### src/rtl/mem_arb_pkg.sv
// mem_arb_pkg: shared encodings and line geometry for mem_arbiter.
package mem_arb_pkg;
    localparam int BURST_WORDS = 8;
    localparam int WORD_BYTES = 2;
    localparam int CNT_W = $clog2(BURST_WORDS);
    localparam logic [15:0] LINE_MASK = 16'hFFF0;
    localparam logic [1:0] ST_IDLE = 2'd0;
    localparam logic [1:0] ST_WRITE = 2'd1;
    localparam logic [1:0] ST_ISSUE = 2'd2;
    localparam logic [1:0] ST_DRAIN = 2'd3;
    typedef enum logic [1:0] {OWN_NONE = 2'd0, OWN_IC = 2'd1, OWN_DC = 2'd2} owner_e;
    function automatic logic [15:0] beat_addr(input logic [15:0] base, input logic [CNT_W-1:0] idx);
        return base + 16'(idx) * 16'(WORD_BYTES);
    endfunction
endpackage

### src/rtl/arb_beat_counter.sv
// arb_beat_counter: wrapping beat counter with clear and terminal-count flag.
module arb_beat_counter #(
    parameter int W = 3
) (
    input  logic         i_clk,
    input  logic         i_rst,
    input  logic         i_clr,
    input  logic         i_en,
    output logic [W-1:0] o_cnt,
    output logic         o_last
);
    logic [W-1:0] r_cnt;
    always_ff @(posedge i_clk or posedge i_rst) begin
        if (i_rst) r_cnt <= '0;
        else if (i_clr) r_cnt <= '0;
        else if (i_en) r_cnt <= r_cnt + 1'b1;
    end
    assign o_cnt = r_cnt;
    assign o_last = &r_cnt;
endmodule

### src/rtl/mem_arbiter.sv
// mem_arbiter: single-port memory arbiter for I-fill, D-fill and D write-through.
// Define ARB_RR_EN for round-robin I/D fill tie-break; default is fixed D over I.
module mem_arbiter
    import mem_arb_pkg::*;
(
    input  logic        i_clk,
    input  logic        i_rst,
    input  logic        i_ic_req,
    input  logic [15:0] i_ic_addr,
    input  logic        i_dc_req,
    input  logic [15:0] i_dc_addr,
    input  logic        i_wr_req,
    input  logic [15:0] i_wr_addr,
    input  logic [15:0] i_wr_data,
    output logic        o_mem_enable,
    output logic        o_mem_wr,
    output logic [15:0] o_mem_addr,
    output logic [15:0] o_mem_wdata,
    input  logic [15:0] i_mem_rdata,
    input  logic        i_mem_data_valid,
    output logic        o_ic_data_valid,
    output logic        o_dc_data_valid,
    output logic [15:0] o_fill_data,
    output logic [15:0] o_fill_addr,
    output logic        o_ic_done,
    output logic        o_dc_done,
    output logic        o_wr_ack
);
    logic [1:0]       r_state;
    owner_e           r_owner;
    logic [15:0]      r_base;
    logic [CNT_W-1:0] w_issue_cnt;
    logic [CNT_W-1:0] w_ret_cnt;
    logic             w_issue_last;
    logic             w_ret_last;
    logic             w_pick_dc;
    logic             w_grant_fill;
    logic             w_beat;
    logic             w_done;

`ifdef ARB_RR_EN
    owner_e r_last_fill;
    // The fill served most recently loses a simultaneous I/D tie.
    assign w_pick_dc = i_dc_req && (!i_ic_req || r_last_fill != OWN_DC);
    always_ff @(posedge i_clk or posedge i_rst) begin
        if (i_rst) r_last_fill <= OWN_NONE;
        else if (w_done) r_last_fill <= r_owner;
    end
`else
    assign w_pick_dc = i_dc_req;
`endif

    assign w_grant_fill = r_state == ST_IDLE && !i_wr_req && (i_dc_req || i_ic_req);
    // Beats outside a fill (stale after reset, or spurious) are dropped.
    assign w_beat = i_mem_data_valid && (r_state == ST_ISSUE || r_state == ST_DRAIN);
    assign w_done = w_beat && w_ret_last;

    arb_beat_counter #(.W(CNT_W)) u_issue (
        .i_clk(i_clk), .i_rst(i_rst), .i_clr(w_grant_fill), .i_en(r_state == ST_ISSUE),
        .o_cnt(w_issue_cnt), .o_last(w_issue_last)
    );
    arb_beat_counter #(.W(CNT_W)) u_ret (
        .i_clk(i_clk), .i_rst(i_rst), .i_clr(w_grant_fill), .i_en(w_beat),
        .o_cnt(w_ret_cnt), .o_last(w_ret_last)
    );

    always_ff @(posedge i_clk or posedge i_rst) begin
        if (i_rst) begin
            r_state <= ST_IDLE;
            r_owner <= OWN_NONE;
            r_base <= '0;
        end else begin
            case (r_state)
                ST_IDLE: begin
                    if (i_wr_req) r_state <= ST_WRITE;
                    else if (w_grant_fill) begin
                        r_state <= ST_ISSUE;
                        r_owner <= w_pick_dc ? OWN_DC : OWN_IC;
                        r_base <= (w_pick_dc ? i_dc_addr : i_ic_addr) & LINE_MASK;
                    end
                end
                ST_WRITE: r_state <= ST_IDLE;
                ST_ISSUE: r_state <= w_done ? ST_IDLE : w_issue_last ? ST_DRAIN : ST_ISSUE;
                default:  r_state <= w_done ? ST_IDLE : ST_DRAIN;
            endcase
            if (w_done) r_owner <= OWN_NONE;
        end
    end

    assign o_mem_enable = r_state == ST_WRITE || r_state == ST_ISSUE;
    assign o_mem_wr = r_state == ST_WRITE;
    assign o_mem_addr = r_state == ST_WRITE ? i_wr_addr :
                        r_state == ST_ISSUE ? beat_addr(r_base, w_issue_cnt) : 16'h0;
    assign o_mem_wdata = r_state == ST_WRITE ? i_wr_data : 16'h0;
    assign o_wr_ack = r_state == ST_WRITE;
    assign o_ic_data_valid = w_beat && r_owner == OWN_IC;
    assign o_dc_data_valid = w_beat && r_owner == OWN_DC;
    assign o_fill_data = i_mem_rdata;
    assign o_fill_addr = w_beat ? beat_addr(r_base, w_ret_cnt) : 16'h0;
    assign o_ic_done = w_done && r_owner == OWN_IC;
    assign o_dc_done = w_done && r_owner == OWN_DC;
endmodule
### config.mk
export PLATFORM = sky130hd
export DESIGN_NAME = mem_arbiter
export DESIGN_NICKNAME = d
export VERILOG_FILES = /design/src/rtl/mem_arb_pkg.sv /design/src/rtl/arb_beat_counter.sv /design/src/rtl/mem_arbiter.sv
export SDC_FILE = /design/constraint.sdc
export NUM_CORES = 1
export LEC_CHECK = 0
export CORE_UTILIZATION = 29
export CTS_CLUSTER_SIZE = 40
export DETAILED_ROUTE_END_ITERATION = 16
export PLACE_DENSITY = 0.78
export REMOVE_ABC_BUFFERS = 1
export SLEW_MARGIN = 20
export SYNTH_ARGS = -nofsm -noshare
export SYNTH_HDL_FRONTEND = slang
export SYNTH_SLANG_ARGS = --single-unit
### constraint.sdc
create_clock -name i_clk -period 1.6 [get_ports i_clk]
set_input_delay 0.32 -clock i_clk [delete_from_list [all_inputs] [get_ports i_clk]]
set_output_delay 0.32 -clock i_clk [all_outputs]
set_load 0.005 [all_outputs]
=== After elaboration in Yosys (flattened, before gate mapping) ===
Index checks and enable logic that the tools add are counted.
Widths: inputs -> output; s select.

* Input bits: 86
* Register bits: 22
* Logic and storage cells: 58
* Output and inout port bits: 71

* Add/sub/neg operators: 4
* Equality and inequality tests: 7
* Multiplexer cells: 20
* Bitwise logic cells: 1
* Reduce and logical (&&, ||, !) cells: 21

{| class="wikitable"
|+ Operator list
! kind !! count
|-
| $mux 16 || 5
|-
| $add 16x4->16 || 2
|-
| $mux 2 || 9
|-
| $mux 3 || 4
|-
| $reduce_and 3->1 || 4
|-
| $logic_and 1x1->1 || 8
|-
| $reduce_bool 2->1 || 4
|-
| $add 3x1->3 const B || 2
|-
| $eq 2x2->1 const B || 3
|-
| $pmux 2 s3 || 1
|-
| $eq 2x1->1 const B || 2
|-
| $logic_or 1x1->1 || 3
|-
| $ne 3x2->1 const B || 1
|-
| $logic_not 2->1 || 1
|-
| $ne 2x1->1 const B || 1
|-
| $logic_not 1->1 || 1
|-
| $mux 1 || 1
|-
| $not 1->1 || 1
|}

=== Depth between registers and ports, before layout ===
Gate-level depths: netlist of the first run.

* Depth after elaboration: 7
* Mapped depth: 6
* Gate-level depth less buffers: 5

=== Cells and area by module ===
Synthesis of the first run repeated with hierarchy kept, for this count alone.

* Cells, all modules: 226
* Area, all modules: 1,793.0 sq um

{| class="wikitable"
|+ By module, submodules not included
! module !! area each (sq um) !! times used !! seq. area each (sq um) !! cells each
|-
| mem_arbiter || 1,505.2 || 1 || 400.4 || 202
|-
| arb_beat_counter || 143.9 || 2 || 75.1 || 12
|}

=== Least setup slack after synthesis of the first run ===
No wires, ideal clock.

* Path kind: reg-to-output
* Start: register r_state[1]
* End: output port o_mem_addr[0]
* Path buffers: 2
* Required time: 1.280 ns
* Data arrival time: 1.219 ns
* Setup slack: 0.061 ns
* Cell stages (with the launch flop): 6
* Cells stage by stage: dfrtp_1 > inv_1 > ha_1 > buf_2 > clkbuf_1 > and2_1

* Elaborated cells on any way between the ends: 4
* Those cells by class: 2 x eq/ne; 2 x mux

{| class="wikitable"
|+ RTL lines
! what !! line !! text
|-
| start: declaration || mem_arbiter.sv:29 || <nowiki>logic [1:0] r_state;</nowiki>
|-
| start signal: assignment || mem_arbiter.sv:83 || <nowiki>ST_ISSUE: r_state <= w_done ? ST_IDLE : w_issue_last ? ST_DRAIN : ST_ISSUE;</nowiki>
|-
| start signal: assignment || mem_arbiter.sv:84 || <nowiki>default: r_state <= w_done ? ST_IDLE : ST_DRAIN;</nowiki>
|-
| $eq 2x1->1 || n/a ||
|-
| net o_mem_wr || mem_arbiter.sv:16 || <nowiki>output logic o_mem_wr,</nowiki>
|-
| $mux 16 || mem_arbiter.sv:92 || <nowiki>assign o_mem_addr = r_state == ST_WRITE ? i_wr_addr :</nowiki>
|-
| end: declaration || mem_arbiter.sv:17 || <nowiki>output logic [15:0] o_mem_addr,</nowiki>
|}

The timed path passes the listed nets, and every way through them passes these cells.

=== Final worst setup path of the first run ===
* Start: register r_state[1]
* End: output port o_fill_addr[15]

* Cells in the longest elaborated chain, start to end: 4
* Elaborated cells on any way between the ends: 5
* Those cells by class: 2 x eq/ne; 1 x mux; 2 x reduce/logical

{| class="wikitable"
|+ Ends and longest elaborated chain
! what !! line !! text
|-
| $eq 2x2->1 || mem_arbiter.sv:55 || <nowiki>assign w_beat = i_mem_data_valid && (r_state == ST_ISSUE || r_state == ST_DRAIN);</nowiki>
|-
| $logic_or 1x1->1 (*) || mem_arbiter.sv:55 ||
|-
| $logic_and 1x1->1 (*) || mem_arbiter.sv:55 ||
|-
| $mux 16 (*) || mem_arbiter.sv:99 || <nowiki>assign o_fill_addr = w_beat ? beat_addr(r_base, w_ret_cnt) : 16'h0;</nowiki>
|-
| end: declaration || mem_arbiter.sv:24 || <nowiki>output logic [15:0] o_fill_addr,</nowiki>
|}

Mark *: on every way between the ends. The rest lies on a longest branch, timed or not.

==> results.yml, run 1 <==
outcome:
  status: "finished with violations"
  violations: "negative setup slack"
setup_path:
  reg2reg_slack_ns: 0.02
  cp_slowest_cell: "dfrtp_2"
  path_cells: "ha_4, o21a_4, buf_12, buf_12, and2_4, buf_6"
  rr_startpoint: "r_state[1]"
  critPathKind: "register to output pin"
  end_kind: "output pin"
  r2r_end: "r_state[0]"
  path_max_fanout: 6
  critPathLaunchType: "register"
  cp.required_ns: 1.28
  timing.critical_path.mode_cell: "buf_12"
  reg2reg_depth: 7
  arrival_ns: 1.65
  max_stage_delay_ns: 0.46
die:
  rows: 28
  fp.dieArea_um2: 6430
  die_x_um: 80.2
  initial_utilization_pct: 29.9
  die_h_um: 80.2
  fp.coreArea_um2: 5920
  io_pins: 157
power_and_ir_drop:
  p_total_uw: 5130
  power.leakage_uw: 0.00168
  irDropWorstVdd_mv: 0.717
  power_density_nw_per_um2: 1460
run:
  max_cap_violations: 0
global_route:
  track_usage_pct: 19.8
  overflow: 0
  grt_pass1_vias: 1919
  grt_pass1_wl_um: 9670
  antenna_found_initial: 0
  grt_max_degree: 23
synth:
  synth_xor_area_share_pct: 0.988
  yosysMostFrequentCell: "nand2_1"
  synth_edf_count: 0
  synth_cells: 224
  synth_ff_type: "dfrtp_1"
  synth.distinct_cells: 32
  synthMuxAreaShare_pct: 7.90
  seq_area_frac_synth_pct: 31.1
  syn_area_per_cell_um2: 7.91
  synth-compound-area-share_pct: 16.7
  synth_area_leaders: "dfrtp_1, and2_1, buf_4"
  synthAdderAreaFrac_pct: 5.65
  ys_warn_count: 0
  synthSimpleGateAreaFrac_pct: 24.8
  ys_top_cells_by_count: "nand2_1, and2_1, o21ai_0, buf_4, dfrtp_1"
  synth.ff_latch_count: 22
  synth-async-reset-ratio_pct: 100
  synth_top_family_by_area: "simple AND/OR/NAND/NOR gates"
  syn-cell-area_um2: 1770
  yosys.area.top_type_share_pct: 31.1
  synth_area_leader_cell: "dfrtp_1"
placed_design:
  dp_hpwl_um: 4620
  dp_cells: 409
  dp_slack_ns: -0.527
  gp_congestion: 0.803
  port_buffers: 115
route:
  avgViaCountPerCell: 4.77
  vias: 2076
  wirelength_um: 6830
  wl_per_cell_um: 15.7
  detail_route.first_pass.iterations: 4
  drc: 0
  postRouteAntennaNets: 0
  drt_iter0_markers: 52
sta:
  rsz0062_at_grt: "yes"
  min_period_ns: 1.97
  fmax_ghz: 0.507
  skew_ns: 0.00694
  drv_slew: 0
  tns_ns: -12.58
  hold_viol_final: 0
  final.setup.worst_slack_ns: -0.372
  whs_ns: 0.403
  fin_crit_sh_pct: 123
  setup_viol: 53
final_layout:
  stdcell_count: 435
  multiInputGateArea_um2: 1250
  layout.nets: 455
  drive_gt1_share_pct: 48.1
  nFillCells: 517
  ff_latch_area_um2: 553
  syn2layout_area_growth_pct: 98.8
  n_antenna_cell: 0
hold_path:
  hold_class: "input port to async pin"
cts:
  numCtsBuffers: 3
  cts_root_buf: "clkbuf_8"
  cts_buffer_depth: 2
  clk_pin_slew_ns: 0.09
  cts.sinks: 22
  h-tree-depth: 1
  cts_tree: "done"
  clk_latency_ns: 0.26
[metal layers]
layer | routed length [µm] | global-route usage [%]
met5 | 0 | 0
met4 | 35 | 3.75
met3 | 690 | 6.82
met2 | 3460 | 34.8
met1 | 2640 | 23.2
[flip-flops by register name (all words and copies together) (netlist names)]
name and flops:
r_base 12, r_owner 2, r_state 2, u_issue.o_cnt 3
u_ret.o_cnt 3
[how the worst max path moves through the flow]
| stage | from | endpoint | slack [ns] | cells after the start |
|---|---|---|---|---|
| 2_1_floorplan | r_state[1] | o_mem_addr[10] | -0.21 | 3 |
| 3_3_place_gp | i_mem_data_valid | o_fill_addr[3] | -0.52 | 5 |
| 3_5_place_dp | i_mem_data_valid | o_fill_addr[11] | -0.53 | 5 |
| 4_1_cts | r_state[1] | o_fill_addr[15] | -0.41 | 6 |
| 5_1_grt | r_state[0] | o_fill_addr[15] | -0.43 | 7 |
| 6_report | r_state[1] | o_fill_addr[15] | -0.37 | 6 |
[worst max-delay path, delay by kind of cell, from the launching register on]
family	cells	cell delay [ns]
DFF	1	0.46
AOI/OAI and AO/OA	1	0.24
and+or+nand+nor	1	0.15
buffers and inverters	3	0.35
adders and majority gates	1	0.18
[kinds of logic (layout without fill, tap and decap cells)]
family	Yosys count	in the layout
fa+ha+maj	8	8
flops	22	22
simple gates	87	87
buf+inv	36	172
mux	14	14
other cells	1	1
compound gates	54	54
xor+xnor	2	2
[where the power goes]
| group | internal (µW) | switching [µW] | total (µW) |
|---|---|---|---|
| Combinational | 2170 | 1510 | 3680 |
| Clock | 219 | 183 | 402 |
| Sequential | 818 | 231 | 1050 |
[layout by cell type, fill, tap and decap left out, types with 3 or more instances in the layout]
cell,instances
and2_1,6
clkbuf_2,9
buf_2,24
nand2_1,23
nand2_2,7
and2_4,26
mux2i_1,14
nor2_1,8
a21oi_1,3
nand2_4,7
buf_6,32
ha_1,4
clkdlybuf4s50_1,61
inv_1,3
dfrtp_1,20
o21ai_1,17
clkbuf_8,4
buf_4,25
buf_12,5
o21ai_0,15
ha_4,4
buf_8,5
o21ai_2,8
[metrics by stage]
stage	util, %	cell area [µm²]
after detailed placement	51.4	3040
after global routing	59.5	3520
after global placement	51.4	3040
final	59.5	3520
after floorplan	-	1570
after CTS	55.9	3310
[area by class of cell]
| type | instances | share of cell area (%) |
|---|---|---|
| repair buffers | 163 | 43.9 |
| multi-input cells | 166 | 35.6 |
| flip-flops and latches | 22 | 15.7 |
| well taps | 75 | 2.66 |
| clock buffers | 4 | 1.56 |
| inverters | 5 | 0.532 |
[repair_timing]
action,in CTS,in global routing
cloned,3,2
hold buffers,0,0
buffers inserted,15,9
pin swaps,11,13
resized for setup,244,93
endpoints found under the setup margin,66,59
(Power assumes the default switching activity.)
==> run 2, diff against run 1 <==
--- a/config.mk
+++ b/config.mk
@@ -8,8 +8,10 @@
 export CORE_UTILIZATION = 29
 export CTS_CLUSTER_SIZE = 40
 export DETAILED_ROUTE_END_ITERATION = 16
+export HOLD_SLACK_MARGIN = 0.05
 export PLACE_DENSITY = 0.78
 export REMOVE_ABC_BUFFERS = 1
+export SETUP_SLACK_MARGIN = 0.02
 export SLEW_MARGIN = 20
 export SYNTH_ARGS = -nofsm -noshare
 export SYNTH_HDL_FRONTEND = slang
==> run 2 against run 1 <==
Compared with the run above: the flow still finishes with violations (negative setup slack); total power rose by 0.72%; non-clock buffer count did not move; worst setup slack got worse by 0.0012 ns; global-route usage barely moved; via count rose by 1.3%; sequential share of layout area fell by 0.083 points; critical path type unchanged; highest routed layer unchanged.
==> results.yml, run 2 (synthesized netlist as in run 1, its figures left out) <==
cts:
  clk_latency_ns: 0.26
  cts.sinks: 22
  cts_root_buf: "clkbuf_8"
  cts_buffer_depth: 2
  cts_tree: "done"
  hold_buffers: 0
  numCtsBuffers: 3
  h-tree-depth: 1
  clk_pin_slew_ns: 0.09
route:
  wl_met3_um: 706
  wl_met1_um: 2680
  wl_met2_um: 3490
  drc: 0
  wl_per_cell_um: 15.9
  postRouteAntennaNets: 0
  drt_iter0_markers: 35
  top_layer_used: "met4"
  detail_route.first_pass.iterations: 4
  avgViaCountPerCell: 4.83
  wirelength_um: 6930
  vias: 2104
sta:
  fin_crit_sh_pct: 123
  drv_slew: 0
  skew_ns: 0.00740
  setup_viol: 53
  final.setup.worst_slack_ns: -0.373
  fmax_ghz: 0.507
  hold_viol_final: 0
  min_period_ns: 1.97
  rsz0062_at_grt: "yes"
final_layout:
  nFillCells: 517
  syn2layout_area_growth_pct: 99.9
  final_area_um2: 3540
  top_register: "r_base"
  utilization_pct: 59.8
  largest_reg_flops: 12
  layout.nets: 456
  drive_gt1_share_pct: 48.8
  final_cell_mix: "clkdlybuf4s50_1, buf_6, and2_4, buf_4, buf_2"
  layout_commonest_cell: "clkdlybuf4s50_1"
  n_antenna_cell: 0
global_route:
  grt_max_degree: 23
  antenna_found_initial: 0
  grt_pass1_vias: 1922
  overflow: 0
  track_usage_pct: 19.8
  grt_pass1_wl_um: 9670
die:
  die_x_um: 80.2
  fp.dieArea_um2: 6430
  rows: 28
  die_h_um: 80.2
  initial_utilization_pct: 29.9
  fp.coreArea_um2: 5920
  io_pins: 157
setup_path:
  critPathLaunchType: "register"
  critPathKind: "register to output pin"
  cp.required_ns: 1.28
  max_stage_delay_ns: 0.46
  timing.critical_path.mode_cell: "buf_12"
  cp_slowest_cell: "dfrtp_2"
  path_max_fanout: 6
  end_kind: "output pin"
  cp_top_family: "flip-flops"
  critical_path_buf_inv_count: 3
  path_cells: "ha_4, o21a_4, buf_12, buf_12, and2_4, buf_6"
  arrival_ns: 1.65
placed_design:
  port_buffers: 115
  dp_slack_ns: -0.527
  gp_congestion: 0.803
  dp_hpwl_um: 4620
  placed_cell_area_um2: 3040
power_and_ir_drop:
  irDropWorstVdd_mv: 0.734
  power.leakage_uw: 0.00169
  power_density_nw_per_um2: 1460
run:
  max_cap_violations: 0
hold_path:
  hold_class: "input port to async pin"
outcome:
  status: "finished with violations"
  violations: "negative setup slack"
==> run 2: cell count changes in the layout (fill, tap and decap cells not counted), sizes merged <==
cell / delta
o21ai: +1
==> run 2: worst register-to-register path: stages, from the launching register on <==
cell and delay, ns:
dfrtp_2 0.46, ha_4 0.20, buf_4 0.14, buf_8 0.13
buf_6 0.13, a21o_1 0.17, a32oi_1 0.15, a41oi_1 0.07
==> run 2: cell type report <==
| cell class | count | area (µm²) | share of cell area, % |
|---|---|---|---|
| well taps | 75 | 93.8 | 2.65 |
| repair buffers | 163 | 1550 | 43.7 |
| multi-input cells | 167 | 1270 | 35.9 |
| inverters | 5 | 18.8 | 0.530 |
| flip-flops and latches | 22 | 553 | 15.6 |
| clock buffers | 4 | 55.1 | 1.55 |
==> run 2: per-layer routing <==
layer	vias up	GRT usage [%]
met5	-	0
met4	0	3.75
met3	6	6.82
met2	107	34.8
met1	994	23.2
li1	997	-
==> run 2: path summary, 6_finish.rpt <==
kind	start	to	slack [ns]	depth (start not counted)
max	r_state[1]	o_fill_addr[15]	-0.37	6
max in group asynchronous	i_rst	r_state[0]	0.94	3
min	i_rst	r_base[15]	0.40	3
max reg2reg	r_state[1]	r_state[0]	0.02	7
min in group i_clk	r_base[11]	r_base[11]	0.55	2
min reg2reg	r_base[11]	r_base[11]	0.55	2
==> run 2: timing repair <==
action,in CTS,in global routing
resized for setup,245,94
endpoints found under the setup margin,67,61
setup buffers,15,9
hold endpoints to repair,0,0
pin swaps,12,14
gates cloned,3,3
==> run 2: where the power goes <==
part,internal [µW],switching [µW]
registers,818,231
clock network,219,184
logic,2190,1530
==> run 2: through the flow <==
stage	power [µW]	hold slack, ns	setup TNS, ns	cells
6_report	5170	0.403	-12.61	436
2_1_floorplan	2070	0.309	-10.15	193
3_3_place_gp	3660	0.516	-19.53	409
5_1_grt	5570	0.420	-15.90	436
4_1_cts	4680	0.417	-13.98	430
3_5_place_dp	3710	0.523	-21.00	409
==> run 3, diff against run 2 <==
--- a/config.mk
+++ b/config.mk
@@ -8,6 +8,8 @@
 export CORE_UTILIZATION = 29
 export CTS_CLUSTER_SIZE = 40
 export DETAILED_ROUTE_END_ITERATION = 16
+export GPL_ROUTABILITY_DRIVEN = 1
+export GPL_TIMING_DRIVEN = 0
 export HOLD_SLACK_MARGIN = 0.05
 export PLACE_DENSITY = 0.78
 export REMOVE_ABC_BUFFERS = 1
==> run 3 against run 2 <==
Compared with the run above: the run still ends with negative setup slack left; global-route usage up 1.6 points; clock power up 4%; worst hold slack better by 0.13 ns; fmax down 0.11%; register-to-register slack worse by 0.02 ns; combinational power up 11%; sequential share of layout area down 0.50 points; highest routed layer unchanged.
==> results.yml, run 3 (synthesized netlist as in run 1, its figures left out) <==
outcome:
  status: "finished with violations"
  violations: "negative setup slack"
setup_path:
  end_kind: "output pin"
  r2r_end: "r_state[1]"
  cp.required_ns: 1.28
  cp_slowest_cell: "dfrtp_2"
  path_max_fanout: 8
  reg2reg_depth: 7
  reg2reg_slack_ns: 0
  max_stage_delay_ns: 0.42
  critPathLaunchType: "register"
  critical_path_buf_inv_count: 3
  path_cells: "buf_6, ha_4, o21a_4, buf_6, and2_4, buf_6"
  critPathKind: "register to output pin"
  rr_startpoint: "r_state[0]"
  cp_top_family: "flip-flops"
  timing.critical_path.mode_cell: "buf_6"
  arrival_ns: 1.66
die:
  die_x_um: 80.2
  fp.coreArea_um2: 5920
  fp.dieArea_um2: 6430
  io_pins: 157
  initial_utilization_pct: 29.9
  die_h_um: 80.2
  rows: 28
global_route:
  antenna_found_initial: 0
  overflow: 0
  grt_pass1_vias: 1991
  track_usage_pct: 21.4
  grt_pass1_wl_um: 10200
  grt_max_degree: 23
route:
  avgViaCountPerCell: 4.93
  wirelength_um: 7330
  wl_per_cell_um: 16.9
  detail_route.first_pass.iterations: 5
  postRouteAntennaNets: 0
  drt_iter0_markers: 59
  vias: 2139
  drc: 0
cts:
  clk_latency_ns: 0.27
  h-tree-depth: 1
  cts_root_buf: "clkbuf_8"
  clk_pin_slew_ns: 0.09
  cts_tree: "done"
  cts_buffer_depth: 2
  hold_buffers: 0
  cts.sinks: 22
  numCtsBuffers: 3
sta:
  fmax_ghz: 0.506
  fin_crit_sh_pct: 123
  worstMarginPinSlew_ns: 0.881
  final.setup.worst_slack_ns: -0.376
  min_period_ns: 1.98
  rsz0062_at_grt: "yes"
  maxSlewHeadroom_pct: 41.2
  tns_ns: -12.33
  setup_viol: 54
  skew_ns: 0.00733
  hold_viol_final: 0
  drv_slew: 0
final_layout:
  layout.nets: 454
  final_cell_mix: "clkdlybuf4s50_1, buf_6, nand2_1, and2_4"
  syn2layout_area_growth_pct: 106
  final_area_um2: 3660
  n_antenna_cell: 0
  layout_commonest_cell: "clkdlybuf4s50_1"
  drive_gt1_share_pct: 49.3
  utilization_pct: 61.8
  top_register: "r_base"
  largest_reg_flops: 12
placed_design:
  dp_slack_ns: -1.19
  gp_congestion: 0.703
  placed_cell_area_um2: 2810
  dp_hpwl_um: 4080
  port_buffers: 115
run:
  max_cap_violations: 0
hold_path:
  hold_class: "input port to async pin"
power_and_ir_drop:
  power.leakage_uw: 0.00169
  irDropWorstVdd_mv: 0.870
  power_density_nw_per_um2: 1530
-- run 3: cell count changes in the layout (fill, tap and decap cells not counted), moves of 3 or more --
cell	before	now
buf_6	32	54
buf_4	25	11
nand2_1	22	29
clkbuf_2	9	4
buf_2	24	20
nand2_4	7	3
buf_8	5	2
nand2_2	8	5
nor2_1	8	5
-- run 3: power breakdown --
| part | internal, µW | total (µW) | switching (µW) | leakage, µW |
|---|---|---|---|---|
| registers | 818 | 1060 | 245 | 0.000272 |
| clock network | 220 | 419 | 199 | 0.0000288 |
| logic | 2420 | 4130 | 1700 | 0.00139 |
-- run 3: area by class of cell --
class | count | area, µm²
timing repair buffer | 159 | 1610
inverter | 5 | 18.8
multi-input combinational | 169 | 1330
sequential | 22 | 553
fill | 517 | 2260
clock buffer | 4 | 55.1
tap | 75 | 93.8
-- run 3: layer usage --
metal | vias to the layer above | share of wire (%) | global-route usage (%)
met2 | 108 | 51 | 38.5
met5 | - | 0 | 0
li1 | 1005 | - | -
met3 | 7 | 8.8 | 6.59
met1 | 1019 | 40 | 24.8
met4 | 0 | 0.81 | 4.29
-- run 3: metrics by stage --
stage | cells | power (µW) | hold WS, ns
final | 434 | 5610 | 0.529
after global routing | 434 | 5970 | 0.585
after CTS | 423 | 4890 | 0.549
after detailed placement | 383 | 3340 | 0.529
after global placement | 383 | 3280 | 0.512
after floorplan | 193 | 2070 | 0.309
-- run 3: worst max-delay path by stage --
stage / startpoint / slack (ns) / endpoint / cells past startpoint
global placement: r_state[0] / -1.13 / o_fill_addr[6] / 5
finish: r_state[1] / -0.38 / o_fill_addr[11] / 6
detailed placement: r_state[0] / -1.19 / o_fill_addr[10] / 5
global route: r_state[0] / -0.41 / o_mem_addr[1] / 6
CTS: r_state[1] / -0.37 / o_fill_addr[5] / 6
floorplan: r_state[1] / -0.21 / o_mem_addr[10] / 3
-- run 3: what timing repair did --
item / in CTS / in global routing
cloned: 5 / 1
pin swaps: 24 / 31
setup endpoints to repair: 76 / 69
gates resized for setup: 281 / 92
buffers inserted: 33 / 12
